[config.mk]
export PLATFORM = sky130hd
export DESIGN_NAME = window_generator
export DESIGN_NICKNAME = d
export VERILOG_FILES = /design/src/rtl/window_gen_pkg.sv /design/src/rtl/line_buffer.sv /design/src/rtl/window_generator.sv
export SDC_FILE = /design/constraint.sdc
export NUM_CORES = 1
export LEC_CHECK = 0
export ABC_AREA = 1
export CAP_MARGIN = 20
export CORE_ASPECT_RATIO = 1.75
export CORE_MARGIN = 4
export CORE_UTILIZATION = 35
export DETAILED_ROUTE_END_ITERATION = 16
export GPL_ROUTABILITY_DRIVEN = 0
export MAX_ROUTING_LAYER = met4
export PLACE_DENSITY = 0.6
export SLEW_MARGIN = 30
export SYNTH_ARGS = -nofsm -noshare
export SYNTH_HDL_FRONTEND = slang
export SYNTH_SLANG_ARGS = --single-unit
[constraint.sdc]
create_clock -name i_clk -period 7.5 [get_ports i_clk]
set_clock_uncertainty 0.05 [all_clocks]
set_input_delay 1.875 -clock i_clk [delete_from_list [all_inputs] [get_ports i_clk]]
set_output_delay 1.875 -clock i_clk [all_outputs]
set_load 0.005 [all_outputs]
[src/rtl/window_gen_pkg.sv]
// window_gen_pkg: shared types, widths and parameter limits for window_generator
package window_gen_pkg;
  typedef enum logic [1:0] {FILL, STREAM, DONE} state_t;
  localparam int SUPPORTED_KERNEL = 3;
  function automatic int col_w(input int w);
    return $clog2(w);
  endfunction
  function automatic int row_w(input int h);
    return $clog2(h);
  endfunction
endpackage

[src/rtl/line_buffer.sv]
// line_buffer: one-row delay shift memory; q is the pixel accepted IMG_WIDTH shifts ago
module line_buffer #(
  parameter int DATA_SIZE = 8,
  parameter int IMG_WIDTH = 8
) (
  input  logic                 clk,
  input  logic                 rst,
  input  logic                 en,
  input  logic [DATA_SIZE-1:0] d,
  output logic [DATA_SIZE-1:0] q
);
  logic [IMG_WIDTH-1:0][DATA_SIZE-1:0] mem;
  always_ff @(posedge clk or posedge rst)
    if (rst) mem <= '0;
    else if (en) mem <= {mem[IMG_WIDTH-2:0], d};
  assign q = mem[IMG_WIDTH-1];
endmodule

[src/rtl/window_generator.sv]
// window_generator: raster pixel stream to 3x3 valid-convolution windows
module window_generator
  import window_gen_pkg::*;
#(
  parameter int DATA_SIZE   = 8,
  parameter int KERNEL_SIZE = 3,
  parameter int IMG_WIDTH   = 8,
  parameter int IMG_HEIGHT  = 8
) (
  input  logic                                                 i_clk,
  input  logic                                                 i_rst,
  input  logic                                                 i_valid,
  input  logic                                                 i_sof,
  input  logic [DATA_SIZE-1:0]                                 i_data,
  output logic                                                 o_ready,
  output logic                                                 o_valid,
  output logic [KERNEL_SIZE-1:0][KERNEL_SIZE-1:0][DATA_SIZE-1:0] o_window,
  input  logic                                                 i_ready,
  output logic                                                 o_frame_done
);
  localparam int COL_W = col_w(IMG_WIDTH);
  localparam int ROW_W = row_w(IMG_HEIGHT);
  localparam logic [COL_W-1:0] COL_LAST = COL_W'(IMG_WIDTH - 1);
  localparam logic [ROW_W-1:0] ROW_LAST = ROW_W'(IMG_HEIGHT - 1);
  if (KERNEL_SIZE != SUPPORTED_KERNEL || IMG_WIDTH < 3 || IMG_HEIGHT < 3) begin : g_bad_params
    $error("window_generator: unsupported KERNEL_SIZE/IMG_WIDTH/IMG_HEIGHT");
  end
  state_t state, state_nxt;
  logic [COL_W-1:0] col, col_nxt, ec;
  logic [ROW_W-1:0] row, row_nxt, er;
  logic acc, hs, eol, emit;
  logic [DATA_SIZE-1:0] up1, up2;
  assign o_ready = !o_valid || i_ready;
  assign acc = i_valid && o_ready;
  assign hs = o_valid && i_ready;
  assign o_frame_done = hs && state == DONE;
  line_buffer #(.DATA_SIZE(DATA_SIZE), .IMG_WIDTH(IMG_WIDTH)) u_lb1 (
    .clk(i_clk), .rst(i_rst), .en(acc), .d(i_data), .q(up1)
  );
  line_buffer #(.DATA_SIZE(DATA_SIZE), .IMG_WIDTH(IMG_WIDTH)) u_lb2 (
    .clk(i_clk), .rst(i_rst), .en(acc), .d(up1), .q(up2)
  );
  // a start-of-frame pixel is positioned at (0,0) regardless of the counters
  always_comb begin
    ec = i_sof ? '0 : col;
    er = i_sof ? '0 : row;
    eol = ec == COL_LAST;
    emit = er >= ROW_W'(2) && ec >= COL_W'(2);
    col_nxt = col;
    row_nxt = row;
    state_nxt = hs && state == DONE ? FILL : state;
    if (acc) begin
      col_nxt = eol ? '0 : ec + 1'b1;
      row_nxt = !eol ? er : er == ROW_LAST ? '0 : er + 1'b1;
      state_nxt = i_sof ? FILL : !eol ? state_nxt : er == ROW_W'(1) ? STREAM : er == ROW_LAST ? DONE : state_nxt;
    end
  end
  // window rows shift left; the new column is {two rows up, one row up, current}
  always_ff @(posedge i_clk or posedge i_rst)
    if (i_rst) begin
      state <= FILL;
      col <= '0;
      row <= '0;
      o_valid <= 1'b0;
      o_window <= '0;
    end else begin
      state <= state_nxt;
      col <= col_nxt;
      row <= row_nxt;
      o_valid <= acc ? emit : o_valid && !i_ready;
      if (acc) begin
        o_window[0] <= {up2, o_window[0][2:1]};
        o_window[1] <= {up1, o_window[1][2:1]};
        o_window[2] <= {i_data, o_window[2][2:1]};
      end
    end
endmodule

* Word-level counts from Yosys, hierarchy flattened *
Index checks and enable logic that the tools add are counted.

operators by class
  reduce and logical (&&, ||, !) cells = 8
  magnitude comparators = 2
  equality and inequality tests = 4
  mux-type cells = 12
  add/subtract/negate cells = 2

operators by type and width
  operator                                                                             number
  3-bit two-way mux                                                                    5
  2-bit two-way mux                                                                    6
  3-bit by 1-bit adder with 3-bit output, second input constant                        2
  3-bit == test, second input constant                                                 2
  3-bit by 2-bit greater-or-equal comparator with 1-bit output, second input constant  2
  1-bit logical AND                                                                    5
  3-bit by 1-bit == test with 1-bit output, second input constant                      1
  2-bit == test, second input constant                                                 1
  1-bit logical NOT                                                                    2
  1-bit logical OR                                                                     1
  1-bit two-way mux                                                                    1

word-level totals
  output and inout bits = 75
  input bits = 13
  register bits after elaboration = 161

* Longest topological paths before layout *
Gate-level depths: netlist of the first run.

  depth after elaboration = 8
  mapped depth = 10

* By module *
From an unflattened synthesis of the first run, not the netlist that was laid out.

second synthesis, totals
  cell total of the unflattened synthesis = 916
  area total of the unflattened synthesis = 8329.2 sq um

modules (own cells, without submodules)
  module            sequential area each (sq um)  cells an instance  area an instance (sq um)  times used
  line_buffer       1601.5                        279                2509.9                    2
  window_generator  2026.9                        358                3309.4                    1

* Worst setup path after synthesis of the first run *
OpenSTA, ideal clock, no wires.

  kind = input to output
  from = input i_ready
  to = output o_frame_done
  setup slack = 3.438 ns
  data arrival time = 2.137 ns
  stages on the path = 2
  path through = nand2_1 > nor3b_1

on the way
  cells in the longest elaborated chain, start to end = 2

ends and longest elaborated chain
  element            line                    RTL
  start, declared    window_generator.sv:18  input logic i_ready,
  1-bit logical AND  window_generator.sv:35  assign hs = o_valid && i_ready;
  1-bit logical AND  window_generator.sv:36  assign o_frame_done = hs && state == DONE;
  end, declared      window_generator.sv:19  output logic o_frame_done

Every way passes these cells.

* Worst setup path in the final report of the first run *
Same ends and word-level chain as after synthesis.

==> impl_metrics.tcl, run 1 <==
set metrics [dict create \
    status "completed" \
    hold_path_startpoint "row[0]" \
    remaining_drc_errors 0 \
    finalWirelength_mm 12.8 \
    final.min_clock_period_ns 5.05 \
    yosysTopAreaCellShare_pct 59.2 \
    number_of_detailed_routing_iterations_run_before_antenna_repair 4 \
    initial_utilization_pct 35.6 \
    layout_worst_path_cycle_share_pct 67.4 \
    critical_path.top_delay_family "buffers and inverters" \
    grt_max_degree 129 \
    timing.setup.tns_ns 0 \
    cts_buffers 17 \
    pwr-share-comb_pct 13.6 \
    yosysUniqueCellTypes 19 \
    clock_path_buffers 2 \
    critical_path.max_fanout 2 \
    worstReg2RegStart "o_valid" \
    worstPathRequired_ns 5.58 \
    first_global_vias 4411 \
    synthMostInstantiatedCell "nand2_1" \
    num-nets-final 747 \
    drt-initial-drc-count 233 \
    ys_top_cells_by_count "nand2_1 (209), dfrtp_1 (161), o21ai_0 (112)" \
    postSynthCellCount 700 \
    cts_sinks 161 \
    postCtsResizedCells 0 \
    synth_sequential_area_ratio_pct 59.2 \
    std_cell_rows 67 \
    timing.critical_path.to_type "output port" \
    most_used_flip_flop_cell_after_synthesis "dfrtp_1" \
    port_buffers 87 \
    cts_setup_buffers 0 \
    switchingPower_w 0.000592 \
    asyncSetResetFlopFracSynth_pct 100 \
    power.switching_fraction_pct 26.0 \
    timing.reg2reg.setup_slack_ns 5.12 \
    die_x_um 113 \
    leakage_nw 3.73 \
    routed_vias 4322 \
    core_region_area_sq_mm 0.0191 \
    max_cap_viol_count 0 \
    cpMostUsedCell "clkdlybuf4s50_1" \
    die_footprint_sq_mm 0.0218 \
    max-slew-margin-rel_pct 42.0 \
    power.density_mw_per_mm2 285 \
    layout.area.seq_sq_mm 0.00403 \
    startpoint "i_ready" \
    main_area_contributors_after_synthesis "dfrtp_1 (59%), nand2_1 (12%), o21ai_0 (8.2%)" \
    area_of_the_mapped_netlist_sq_mm 0.00680 \
    grt_pass1_wl_mm 22.1 \
    synthesis.area_per_instance_sq_um 9.72 \
    worst_pin_slew_ns 0.869 \
    criticalPathCategory "in -> out" \
    post_route_cells_drive_above_1_share_pct 10.0 \
    setup_viol 0 \
    die-height_um 192 \
    num_io_pins 88 \
    multiInputGateArea_sq_mm 0.00181 \
    ys.warnings.count 0 \
    ys_ff_latch 161 \
    worst_setup_path_start_kind "input port" \
    critical_path.cell_chain "clkdlybuf4s50_1 > nand2_1 > nor3b_1 > clkdlybuf4s50_1" \
    drv_slew 0 \
    postSynthNetCount 720 \
    cts_root_buffer "clkbuf_16" \
    power.internal_w 0.00168 \
    timing.critical_path.slowest_stage_cell "clkdlybuf4s50_1" \
    timing.final.ws_setup_ns 2.45 \
    timing.final.hold_violations 0 \
    power_frac_seq_pct 46.6 \
    wire_per_inst_um 13.1 \
    diodes 0 \
    areaGrowthSynthToFinish_pct 17.4 \
    power.share.clock_pct 39.8 \
    post_drt_via_cell_ratio 4.41 \
    cpPeakStageDelay_ns 0.53 \
    clock_tree.htree_level_count 4 \
    tritoncts_clock_tree "yes" \
    dp_hpwl_mm 7.84 \
    post-place-ws_ns 2.46 \
    postCtsHoldBufs 0 \
    globalRouteTotalUtil_pct 13.0 \
    stdcell_count 981 \
    dp.cells 949 \
    clk_latency_ns 0.42 \
    hold_class "reg -> reg" \
    antenna_violating_nets_post_route 0 \
    totalPowerFinal_w 0.00227 \
    grt_setup_unrepaired "false" \
    crit_buf_inv 2 \
    final.fill_count 1934 \
    irDropWorstVdd_uv 170 \
    post-synth-top-area-cell "dfrtp_1" \
    grt-ovfl-total 0 \
    clkTransAtPathRegs_ns 0.06 \
    critical_path_arrival_ns 3.13 \
    antenna_found_initial 0 \
    clock.fmax_ghz 0.198 \
    synth-edff-count 0 \
]
cell type report:
type                       count  area share, %
sequential                   161           50.4
multi-input combinational    373           22.7
timing repair buffer          90           11.2
clock buffer                  17           5.33
inverter                      84           4.14
tap                          241           3.78
clock inverter                15           2.49
final timing paths:
check,cells after the start,endpoint
worst max-delay path,4,o_frame_done
worst min-delay path,2,row[0]
worst max register to register,5,o_window[37]
worst min register to register,2,row[0]
max in group asynchronous,3,u_lb2.q[6]
min in group asynchronous,2,o_window[27]
power by group through the flow:
stage	Sequential [W]	Clock, W	Combinational (W)
after detailed placement	0.00108	0	0.000317
final	0.00106	0.000905	0.000309
after CTS	0.00106	0.000936	0.000319
after global placement	0.00108	0	0.000310
after floorplan	0.00106	0	0.000216
after global routing	0.00108	0.000972	0.000358
flip-flops by register name, indices dropped and copies added, names as in the netlist:
register   flops
col            3
o_valid        1
o_window      56
row            3
state          2
u_lb1.mem     48
u_lb1.q        8
u_lb2.mem     32
u_lb2.q        8
stage by stage:
stage,cell area (sq um),hold WS [ns],utilization [%]
detailed placement,7360,0.411,38.5
global route,7990,0.452,41.8
finish,7990,0.419,41.8
floorplan,6800,0.392,-
CTS,7990,0.424,41.8
global placement,7360,0.406,38.5
cells by family after synthesis:
kind of cell / share of synthesized area (%)
AND/OR/NAND/NOR: 12.8
buffers and inverters: 14.2
flip-flops: 59.2
AO/OA/AOI/OAI: 12.5
adder cells (fa/ha/maj): 1.29
worst register-to-register path: cells and delay by family (launching register included):
| kind | cells | cell delay, ns |
|---|---|---|
| AOI/OAI and AO/OA | 1 | 0.14 |
| and+or+nand+nor | 2 | 0.45 |
| DFF | 1 | 0.42 |
| buffers and inverters | 2 | 1.19 |
per-layer routing:
metal | vias up | routed length (um) | global-route usage, %
met4 | 0 | 221 | 4.86
met1 | 2066 | 5470 | 15.1
met2 | 66 | 6810 | 22.6
met5 | - | 0 | -
met3 | 11 | 322 | 2.13
li1 | 2179 | - | -
cells in the final DEF, fill, tap and decap left out, drive strengths merged:
cell	instances
clkbuf	17
nand3	4
ha	7
inv	90
o21ai	145
nand3b	2
clkinv	4
nor3	1
nor3b	1
clkdlybuf4s50	87
bufinv	3
clkinvlp	2
nand2	211
dfrtp	161
buf	3
nor2	2
Note: power is estimated with default switching activity, not from simulation.
==> inputs of run 2 (changes only) <==
--- a/config.mk
+++ b/config.mk
@@ -13,7 +13,7 @@
 export DETAILED_ROUTE_END_ITERATION = 16
 export GPL_ROUTABILITY_DRIVEN = 0
 export MAX_ROUTING_LAYER = met4
-export PLACE_DENSITY = 0.6
+export PLACE_DENSITY = 0.62
 export SLEW_MARGIN = 30
 export SYNTH_ARGS = -nofsm -noshare
 export SYNTH_HDL_FRONTEND = slang
==> constraint.sdc (replaced) <==
create_clock -name i_clk -period 4.44 [get_ports i_clk]
set_clock_uncertainty 0.05 [all_clocks]
set_input_delay 1.11 -clock i_clk [delete_from_list [all_inputs] [get_ports i_clk]]
set_output_delay 1.11 -clock i_clk [all_outputs]
set_load 0.005 [all_outputs]
==> run 2 against run 1 <==
Die area unchanged; routed wire length increased by 0.71%; final area about the same; sequential share of layout area about the same; clock-buffer cell count increased by 2; flip-flop and latch count unchanged; final cell count increased by 0.51%; non-clock buffer count increased by 5; critical path type unchanged; critical endpoint unchanged; largest cell class unchanged; largest power group unchanged.
==> impl_metrics.tcl, run 2 (synthesis gave the netlist of run 1 again) <==
set metrics [dict create \
    status "completed" \
    clock_tree.htree_level_count 4 \
    cts_root_buffer "clkbuf_16" \
    core_region_area_sq_mm 0.0191 \
    worst_pin_slew_ns 0.817 \
    dp_hpwl_mm 8.19 \
    register_with_the_highest_flop_count "o_window" \
    remaining_drc_errors 0 \
    wire_per_inst_um 13.1 \
    clock_path_buffers 2 \
    largestRegisters "o_window: 56 flops, u_lb1.mem: 48 flops, u_lb2.mem: 32 flops" \
    first_global_vias 4440 \
    layout.area.seq_sq_mm 0.00403 \
    diodes 0 \
    irDropWorstVdd_uv 230 \
    antenna_found_initial 0 \
    clkTransAtPathRegs_ns 0.07 \
    multiInputGateArea_sq_mm 0.00181 \
    worst_setup_path_start_kind "input port" \
    number_of_detailed_routing_iterations_run_before_antenna_repair 4 \
    cts_sinks 161 \
    max-slew-margin-rel_pct 45.5 \
    port_buffers 87 \
    clk_latency_ns 0.42 \
    worstPathRequired_ns 3.28 \
    grt_pass1_wl_mm 22.5 \
    totalPowerFinal_w 0.00374 \
    layout_worst_path_cycle_share_pct 79.8 \
    std_cell_rows 67 \
    finish.utilization_pct 41.8 \
    criticalPathCategory "in -> out" \
    routed_vias 4354 \
    timing.final.ws_setup_ns 0.898 \
    critical_path.max_fanout 2 \
    cts_setup_buffers 0 \
    grt_setup_unrepaired "false" \
    globalRouteTotalUtil_pct 13.1 \
    post-place-ws_ns 0.888 \
    timing.final.hold_violations 0 \
    post_route_cells_drive_above_1_share_pct 10.6 \
    grt-ovfl-total 0 \
    leakage_nw 3.73 \
    timing.critical_path.to_type "output port" \
    initial_utilization_pct 35.6 \
    critical_path_arrival_ns 2.38 \
    drt-initial-drc-count 238 \
    timing.setup.tns_ns 0 \
    layout_common_cells "nand2_1 (209), dfrtp_1 (161), o21ai_0 (112)" \
    die_footprint_sq_mm 0.0218 \
    clock.fmax_ghz 0.282 \
    num_io_pins 88 \
    largest_reg_flops 56 \
    hold_class "reg -> reg" \
    post_drt_via_cell_ratio 4.42 \
    areaGrowthSynthToFinish_pct 17.4 \
    postCtsHoldBufs 0 \
    postCtsResizedCells 0 \
    drv_slew 0 \
    cts_buffers 17 \
    grt_max_degree 144 \
    power.density_mw_per_mm2 468 \
    tritoncts_clock_tree "yes" \
    num-nets-final 752 \
    finalWirelength_mm 12.9 \
    antenna_violating_nets_post_route 0 \
    die_x_um 113 \
    final.fill_count 1913 \
    die-height_um 192 \
    max_cap_viol_count 0 \
    final.min_clock_period_ns 3.54 \
    layout_commonest_cell "nand2_1" \
    setup_viol 0 \
]
==> run 2: path summary, 6_finish.rpt <==
check | startpoint | end | slack (ns) | cells after the start
worst max-delay path | i_ready | o_frame_done | 0.90 | 4
worst min-delay path | row[0] | row[0] | 0.42 | 2
worst max register to register | o_valid | u_lb2.q[5] | 2.40 | 6
worst min register to register | row[0] | row[0] | 0.42 | 2
max in group asynchronous | i_rst | o_window[54] | 2.20 | 3
min in group asynchronous | i_rst | o_window[24] | 1.01 | 2
==> run 2: final cells by class <==
cell class,count,share of cell area (%)
Sequential cell,161,50.5
Tap cell,241,3.78
Multi-Input combinational cell,373,22.7
Clock inverter,13,1.57
Inverter,84,4.06
Clock buffer,19,5.67
Timing Repair Buffer,95,11.8
==> run 2: power by group <==
part	total, W	switching [W]	internal [W]
logic	0.000528	0.000260	0.000268
clock network	0.00142	0.000611	0.000813
registers	0.00179	0.000113	0.00167
==> run 2: worst max-delay path, stage by stage <==
cell,delay (ns)
clkdlybuf4s50_1,0.48
nand2_1,0.07
nor3b_1,0.19
clkdlybuf4s50_1,0.53
==> run 2: stage by stage <==
step / instance area, sq um / std cells / hold WS [ns]
2_1_floorplan: 6810 / 700 / 0.392
3_3_place_gp: 7410 / 954 / 0.406
3_5_place_dp: 7410 / 954 / 0.415
4_1_cts: 7990 / 986 / 0.429
5_1_grt: 7990 / 986 / 0.452
6_report: 7990 / 986 / 0.424
==> run 2: routing by layer <==
layer  up-vias  GRT usage, %  share of wire, %
li1       2194             -                 -
met1      2085          15.9                44
met2        65          21.8                52
met3        10          2.64               2.9
met4         0          4.86               1.5
met5         -             -                 0
